File: src/rtl/fx2_cmd_parser.sv
// fx2_cmd_parser: host command frame parser for the timetag register file.
// Frame on the wire: MAGIC, mode (00 = read, 01 = write), address, then
// VALUE_BYTES value bytes, least significant byte first. A write frame ends
// in a single-cycle reg_wr strobe. A read frame ends in a single-cycle reg_rd
// strobe followed by a reply of MAGIC, address and the read value, LSB first.
//
// Handshakes: a byte moves on either stream in exactly the cycle where its
// valid and ready are both high at the rising clock edge. The producer holds
// data stable while valid is high and ready is low. cmd_ready and reply_valid
// are decoded from the state register only, so they never depend
// combinationally on the other side's valid/ready.
module fx2_cmd_parser #(
  parameter int         VALUE_BYTES = 1,
  parameter logic [7:0] MAGIC       = 8'hAA,
  parameter int         TIMEOUT     = 1024
) (
  input  logic                     clk,
  input  logic                     reset,
  input  logic [7:0]               cmd_data,
  input  logic                     cmd_valid,
  output logic                     cmd_ready,
  output logic [7:0]               reg_addr,
  output logic [8*VALUE_BYTES-1:0] reg_wdata,
  output logic                     reg_wr,
  output logic                     reg_rd,
  input  logic [8*VALUE_BYTES-1:0] reg_rdata,
  output logic [7:0]               reply_data,
  output logic                     reply_valid,
  input  logic                     reply_ready,
  output logic                     busy,
  output logic [7:0]               err_count
);

  localparam int RW  = 8 * VALUE_BYTES;
  // Reply length: MAGIC, address, value bytes.
  localparam int RB  = VALUE_BYTES + 2;
  localparam int SRW = 8 * RB;
  localparam int IW  = (VALUE_BYTES > 1) ? $clog2(VALUE_BYTES) : 1;
  localparam int CW  = $clog2(RB);
  localparam int TW  = $clog2(TIMEOUT + 1);

  localparam logic [IW-1:0] IDX_LAST   = IW'(VALUE_BYTES - 1);
  localparam logic [CW-1:0] REP_LAST   = CW'(RB - 1);
  localparam logic [TW-1:0] TIMER_LAST = TW'(TIMEOUT - 1);

  typedef enum logic [2:0] {
    S_HUNT,
    S_MODE,
    S_ADDR,
    S_VALUE,
    S_EXEC_WR,
    S_EXEC_RD,
    S_RD_CAP,
    S_REPLY
  } state_t;

  state_t          state_q, state_d;
  logic            is_wr_q, is_wr_d;
  logic [IW-1:0]   idx_q, idx_d;
  logic [TW-1:0]   timer_q, timer_d;
  logic [7:0]      reg_addr_q, reg_addr_d;
  logic [RW-1:0]   reg_wdata_q, reg_wdata_d;
  logic [SRW-1:0]  rep_sr_q, rep_sr_d;
  logic [CW-1:0]   rep_cnt_q, rep_cnt_d;
  logic [7:0]      err_q, err_d;

  logic cmd_acc;
  logic rep_acc;
  logic in_frame;
  logic err_inc;

  // Output decode straight from the state register and data flops.
  assign cmd_ready   = (state_q == S_HUNT) || (state_q == S_MODE) ||
                       (state_q == S_ADDR) || (state_q == S_VALUE);
  assign reg_wr      = (state_q == S_EXEC_WR);
  assign reg_rd      = (state_q == S_EXEC_RD);
  assign reply_valid = (state_q == S_REPLY);
  assign reply_data  = rep_sr_q[7:0];
  assign busy        = (state_q != S_HUNT);
  assign reg_addr    = reg_addr_q;
  assign reg_wdata   = reg_wdata_q;
  assign err_count   = err_q;

  assign cmd_acc  = cmd_valid && cmd_ready;
  assign rep_acc  = reply_valid && reply_ready;
  // Only the mid-frame states run the stall timer.
  assign in_frame = (state_q == S_MODE) || (state_q == S_ADDR) ||
                    (state_q == S_VALUE);

  // Next-state, datapath, stall timer and error counter.
  always_comb begin
    state_d     = state_q;
    is_wr_d     = is_wr_q;
    idx_d       = idx_q;
    timer_d     = timer_q;
    reg_addr_d  = reg_addr_q;
    reg_wdata_d = reg_wdata_q;
    rep_sr_d    = rep_sr_q;
    rep_cnt_d   = rep_cnt_q;
    err_d       = err_q;
    err_inc     = 1'b0;

    case (state_q)
      S_HUNT: begin
        if (cmd_acc) begin
          if (cmd_data == MAGIC) state_d = S_MODE;
          else                   err_inc = 1'b1;
        end
      end
      S_MODE: begin
        // A second MAGIC here is a bad mode byte, not a resync.
        if (cmd_acc) begin
          if (cmd_data == 8'h00) begin
            is_wr_d = 1'b0;
            state_d = S_ADDR;
          end else if (cmd_data == 8'h01) begin
            is_wr_d = 1'b1;
            state_d = S_ADDR;
          end else begin
            err_inc = 1'b1;
            state_d = S_HUNT;
          end
        end
      end
      S_ADDR: begin
        // Reads also carry value bytes (ignored) so every frame has one length.
        if (cmd_acc) begin
          reg_addr_d = cmd_data;
          idx_d      = '0;
          state_d    = S_VALUE;
        end
      end
      S_VALUE: begin
        if (cmd_acc) begin
          if (is_wr_q) reg_wdata_d[8*idx_q +: 8] = cmd_data;
          if (idx_q == IDX_LAST) state_d = is_wr_q ? S_EXEC_WR : S_EXEC_RD;
          else                   idx_d   = idx_q + 1'b1;
        end
      end
      S_EXEC_WR: state_d = S_HUNT;
      S_EXEC_RD: state_d = S_RD_CAP;
      S_RD_CAP: begin
        // reg_rdata is valid in the cycle after the reg_rd strobe.
        rep_sr_d  = {reg_rdata, reg_addr_q, MAGIC};
        rep_cnt_d = '0;
        state_d   = S_REPLY;
      end
      S_REPLY: begin
        // The shift register only moves on a handshake, so reply_data holds
        // steady under back-pressure.
        if (rep_acc) begin
          if (rep_cnt_q == REP_LAST) begin
            state_d = S_HUNT;
          end else begin
            rep_sr_d  = {8'h00, rep_sr_q[SRW-1:8]};
            rep_cnt_d = rep_cnt_q + 1'b1;
          end
        end
      end
      default: state_d = S_HUNT;
    endcase

    // Stalled frame abort: TIMEOUT consecutive cycles with no accepted byte.
    if (in_frame) begin
      if (cmd_acc) begin
        timer_d = '0;
      end else if (timer_q == TIMER_LAST) begin
        timer_d = '0;
        state_d = S_HUNT;
        err_inc = 1'b1;
      end else begin
        timer_d = timer_q + 1'b1;
      end
    end else begin
      timer_d = '0;
    end

    if (err_inc && (err_q != 8'hFF)) err_d = err_q + 8'd1;
  end

  // Parser state and datapath registers.
  always_ff @(posedge clk) begin
    if (reset) begin
      state_q     <= S_HUNT;
      is_wr_q     <= 1'b0;
      idx_q       <= '0;
      timer_q     <= '0;
      reg_addr_q  <= 8'h00;
      reg_wdata_q <= '0;
      rep_sr_q    <= '0;
      rep_cnt_q   <= '0;
      err_q       <= 8'h00;
    end else begin
      state_q     <= state_d;
      is_wr_q     <= is_wr_d;
      idx_q       <= idx_d;
      timer_q     <= timer_d;
      reg_addr_q  <= reg_addr_d;
      reg_wdata_q <= reg_wdata_d;
      rep_sr_q    <= rep_sr_d;
      rep_cnt_q   <= rep_cnt_d;
      err_q       <= err_d;
    end
  end

endmodule
File: config.mk
export PLATFORM = sky130hd
export DESIGN_NAME = fx2_cmd_parser
export DESIGN_NICKNAME = d
export VERILOG_FILES = /design/src/rtl/fx2_cmd_parser.sv
export SDC_FILE = /design/constraint.sdc
export NUM_CORES = 1
export LEC_CHECK = 0
export ABC_AREA = 1
export BUFFER_PORTS_ARGS = -buffer_cell sky130_fd_sc_hd__buf_4
export CAP_MARGIN = 10
export CORE_UTILIZATION = 59
export CTS_CLUSTER_SIZE = 8
export DETAILED_ROUTE_END_ITERATION = 7
export PLACE_DENSITY_LB_ADDON = 0.15
export SLEW_MARGIN = 20
export SYNTH_ARGS = -nofsm -noshare
export SYNTH_HDL_FRONTEND = slang
export SYNTH_SLANG_ARGS = --single-unit
File: constraint.sdc
create_clock -name clk -period 2.4 [get_ports clk]
set_input_delay 0.12 -clock clk [delete_from_list [all_inputs] [get_ports clk]]
set_output_delay 0.12 -clock clk [all_outputs]
set_load 0.01 [all_outputs]
# After elaboration in Yosys (flattened, before gate mapping)

Cells that the tools add are included.

Flip-flop bits (word level): 66
Input port bits: 20
Output and inout bits: 37
Logic and storage cells: 90

$add $sub $neg: 5
Equal/unequal tests: 16
Shift operators: 2
Muxes and demuxes: 37
Bitwise logic cells: 1
Reductions and logical operators: 20

Operator list:

| kind                     | count |
|---|---|
| $mux W24                 | 2 |
| $pmux W24 S2             | 1 |
| $neg A4 Y34              | 1 |
| $shift A8 B34 Y8 const A | 1 |
| $shiftx A8 B34 Y8        | 1 |
| $mux W3                  | 11 |
| $pmux W3 S8              | 1 |
| $mux W1                  | 14 |
| $eq A3 B3 Y1 const B     | 4 |
| $reduce_and A3 Y1        | 4 |
| $add A11 B1 Y11 const B  | 1 |
| $eq A11 B10 Y1 const B   | 1 |
| $add A8 B1 Y8 const B    | 1 |
| $bwmux W8                | 1 |
| $eq A8 B1 Y1 const B     | 1 |
| $eq A8 B8 Y1 const B     | 1 |
| $logic_not A8 Y1         | 1 |
| $mux W2                  | 4 |
| $ne A8 B8 Y1 const B     | 1 |
| $eq A3 B2 Y1 const B     | 2 |
| $ne A2 B2 Y1 const B     | 3 |
| $reduce_bool A2 Y1       | 3 |
| $logic_or A1 B1 Y1       | 5 |
| $pmux W1 S2              | 2 |
| 12 further kinds         | 14 |

# Logic depth before layout (Yosys ltp)

Depth in word-level cells: 11
Mapped depth: 10
Mapped depth without buffers: 9

# Worst setup path before layout

Ideal clock, no wire load.

Kind: reg-to-reg
Start point: reg timer_q[0]
End point: reg err_q[6], in the netlist err_count[6]
Library setup time: 0.132 ns
Arrival: 1.324 ns
Data required time: 2.268 ns
Path slack: 0.944 ns
Stages on the path, launching flop included: 9
Path buffers: 0
Clock period less this slack: 1.456 ns
Cell sequence: dfxtp_1 > ha_1 > nand3_1 > nor3_4 > nand3_2 > nand2_4 > nand2_2 > nand2_1 > a21oi_1

Word-level cells in the longest chain between the ends: 5

RTL lines:

| what                     | line | text |
|---|---|---|
| start: declaration       | 60   | `logic [TW-1:0] timer_q, timer_d;` |
| start signal: assignment | 197  | `timer_q <= timer_d;` |
| $eq A11 B10 Y1           | 167  | `end else if (timer_q == TIMER_LAST) begin` |
| $mux W1                  | 167  |  |
| $mux W1                  | 165  | `if (cmd_acc) begin` |
| $mux W1                  | 164  | `if (in_frame) begin` |
| $logic_and A1 B1 Y1      | 178  | `if (err_inc && (err_q != 8'hFF)) err_d = err_q + 8'd1;` |
| end signal: assignment   | 202  | `err_q <= err_d;` |
| end: declaration         | 65   | `logic [7:0] err_q, err_d;` |

No other way between the ends.
A chain may end at the register's enable or synchronous reset.

# Worst setup path in the final report

Start point: reg state_q[1]
End point: out reply_valid

Word-level cells in the longest chain between the ends: 1

RTL lines:

| what                     | line | text |
|---|---|---|
| start: declaration       | 57   | `state_t state_q, state_d;` |
| start signal: assignment | 194  | `state_q <= state_d;` |
| $eq A3 B3 Y1             | 77   | `assign reply_valid = (state_q == S_REPLY);` |
| end: declaration         | 28   | `output logic reply_valid,` |

No other way between the ends.

==> summary.txt <==
post-synthesis mux area share = 0%
outcome = complete, no violations
H-tree depth = 3
layout cell share with drive strength beyond 1 = 22.0%
share of power burned in registers = 55.5%
top cells by area, synth = dfxtp_1, a21oi_1, nand2_1
Avg WL per Cell = 12.9 microns
Buf+Inv Stages, Crit Path = 3
count leader, synth = dfxtp_1
top-area cell type share of the netlist area = 45.1%
syn nets = 393
cell family contributing the most delay on the critical path = buffers and inverters
fmax = 0.543 GHz
die height = 71.9 microns
CP startpoint kind = flip-flop
Worst Setup End Kind = output port
Critical Path Sink = reply_valid
Core Box Area = 4720 sq um
Worst Hold Slack = 45.0 ps
final hold violations = 0
compound-gate portion of the synthesized area = 17.3%
CTS Sinks = 65
worst reg2reg startpoint = state_q[1]$_SDFF_PP0_
Sw Share = 22.9%
CP max-delay cell = dfxtp_1
combinational share of power = 4.3%
Seq. cell area = 1300 sq um
HP Class = input port to flip-flop
Boundary Pins = 57
Worst slew margin = 64.3%
sequential fraction of the synthesis area = 45.1%
Final nets = 437
Initial Util = 61.1%
Synth top cells by count = dfxtp_1, a21oi_1, nand2_1, nor2_1, inv_1
DR vias/cell = 5.32
first-pass GRT wire length = 10,500 microns
initial antenna violation count = 0
post-route ant nets = 0
DRC violations left = 0
Fill cells = 403
Worst R2R Path Depth = 6
area grow syn2layout = 18.0%
Vias = 2,582
Iter 0 DRT Violations = 183
full die area = 5170 sq um
total power = 1950 uW
largest family of logic cells by synthesized area = simple AND/OR/NAND/NOR gates
Layout Cells excl Fill = 485
clk root buf = clkbuf_8
Layout Skew = 7.56 ps
Post-Synthesis Cells = 370
Num CTS Buffers = 9
CP Data Required Time = 2280 ps
Hold Buf Count CTS = 0
GRT Total Usage = 26.0%
CP cell instances = nand2_1 > inv_2 > nand2_2 > inv_1 > buf_4
Max IR drop VDD = 0.000345 V
Clock Tree Buf Depth = 2
post_cts resized = 0
multi-input logic area = 1300 sq um
Post-Synthesis Cell Area = 2890 sq um
RSZ-0062 raised after global routing = false
Avg Cell Area, Syn = 7.80 sq um
CP max FO = 22
minimum clock period = 1840 ps
PD cells = 574 nW/um^2
placed insts = 470
std cell rows = 25
Reg clk slew, reported paths = 60 ps
routability cong. = 0.897
post-DP HPWL = 4410 microns
Clk Latency, worst-skew pair = 340 ps
dominant cell type by area after synthesis = dfxtp_1
Slew Viols, Final = 0
TritonRoute pass-1 iters = 4
vias in the first global route = 2,367
Critical Path Stages = 5
Netlist cell types = 30
total grt overflow = 0
placed inst area = 3240 sq um
largest net degree at the start of global routing = 35
Setup crit start = state_q[1]$_SDFF_PP0_
# setup viols final = 0
clock power share = 40.2%
flops & latches, synth = 65
# Post-CTS Setup Buffers = 0
Synth Area in XOR/XNOR = 3.04%
Setup CP Type = flip-flop to output port
fin crit share = 76.7%
synth warn = 0
CTS tree = yes
leakage = 0.00137 uW
final non-filler cell area = 3410 sq um
routed wire length = 6240 microns
P_int = 1510 uW
TNS Setup = 0 ps
R2R setup slack = 670 ps
Tightest Pin Transition = 533 ps
number of flops mapped to enable cells by yosys = 0
asr flop ratio synth = 0%
crit-path max cell delay = 470 ps
crit path DAT = 1720 ps
Switch Pwr = 448 uW
dominant synthesized flop cell = dfxtp_1
Crit Reg-Reg Endpoint = rep_cnt_q[0]$_SDFFE_PP0P_
PortBufs = 56
number of max-cap violations = 0
antenna cell count = 0
Synth Area in Simple Gates = 23.5%
Post-Synth Adder-Cell Area = 1.30%
Horiz. Die Dim = 71.9 microns
## power by group through the flow
stage	clock (uW)	combinational [uW]	sequential, uW
finish	786	83.4	1090
global route	831	91.3	1080
CTS	790	83.7	1090
detailed placement	0	82.9	1110
global placement	0	82.3	1110
floorplan	0	37.3	1110
## cell usage in the layout, fill, tap and decap left out, drive strengths merged
cell type,instances
o211ai,1
clkinv,4
clkbuf,11
nor2,43
ha,3
nand4,3
xor2,7
a21oi,52
xnor2,3
buf,59
a31oi,2
nor3b,2
dfxtp,65
nor3,13
nand3,25
a211oi,1
inv,31
o21ai,28
nand2,57
a32oi,8
## layer usage
| layer | up-vias | part of all wire, % | track usage [%] |
|---|---|---|---|
| li1 | 1318 | - | - |
| met1 | 1181 | 46 | 33.3 |
| met3 | 16 | 6.0 | 5.69 |
| met5 | - | 0 | 0 |
| met2 | 67 | 46 | 41.0 |
| met4 | 0 | 2.7 | 14.2 |
## state kept, by name (all words and copies together), names as in the netlist
| register | flops |
|---|---|
| timer_q | 11 |
| rep_cnt_q | 2 |
| reg_wdata | 8 |
| rep_sr_q | 24 |
| is_wr_q | 1 |
| err_count | 8 |
| reg_addr | 8 |
| state_q | 3 |
## kinds of logic after synthesis
group | Yosys count
flip-flops | 65
AND/OR/NAND/NOR | 143
AO/OA/AOI/OAI | 92
adder cells (fa/ha/maj) | 3
buffers and inverters | 57
XOR/XNOR | 10
## metrics by stage
step	worst slack (ps)	utilization, %
detailed placement	696	68.7
finish	560	72.1
global route	444	72.1
global placement	755	68.7
CTS	583	72.1
floorplan	944	-
## worst min path at each step
stage / from / end / slack, ps / cells after the start
3_5_place_dp: cmd_data[3] / reg_wdata[3]$_SDFFE_PP0P_ / 390 / 3
3_3_place_gp: cmd_data[7] / reg_wdata[7]$_SDFFE_PP0P_ / 390 / 3
4_1_cts: reg_rdata[7] / rep_sr_q[23]$_SDFFE_PP0P_ / 50 / 3
6_report: reg_rdata[7] / rep_sr_q[23]$_SDFFE_PP0P_ / 50 / 3
2_1_floorplan: cmd_data[3] / reg_wdata[3]$_SDFFE_PP0P_ / 250 / 2
5_1_grt: reg_rdata[5] / rep_sr_q[21]$_SDFFE_PP0P_ / 60 / 3
## final cells by class
| class | instances | area share (%) |
|---|---|---|
| clock buffers | 11 | 4.15 |
| flip-flops and latches | 65 | 38.2 |
| inverters | 31 | 3.42 |
| multi-input cells | 248 | 38.2 |
| clock inverters | 4 | 0.588 |
| repair buffers | 59 | 13.0 |
| well taps | 67 | 2.46 |
## worst reg2reg max path: cells and delay by family (launching register included)
kind                   cells  cell delay (ps)
buffers and inverters      1              240
and+or+nand+nor            3              700
DFF                        1              470
AOI/OAI and AO/OA          2              240
No activity file was read; power rests on OpenSTA's default activity.
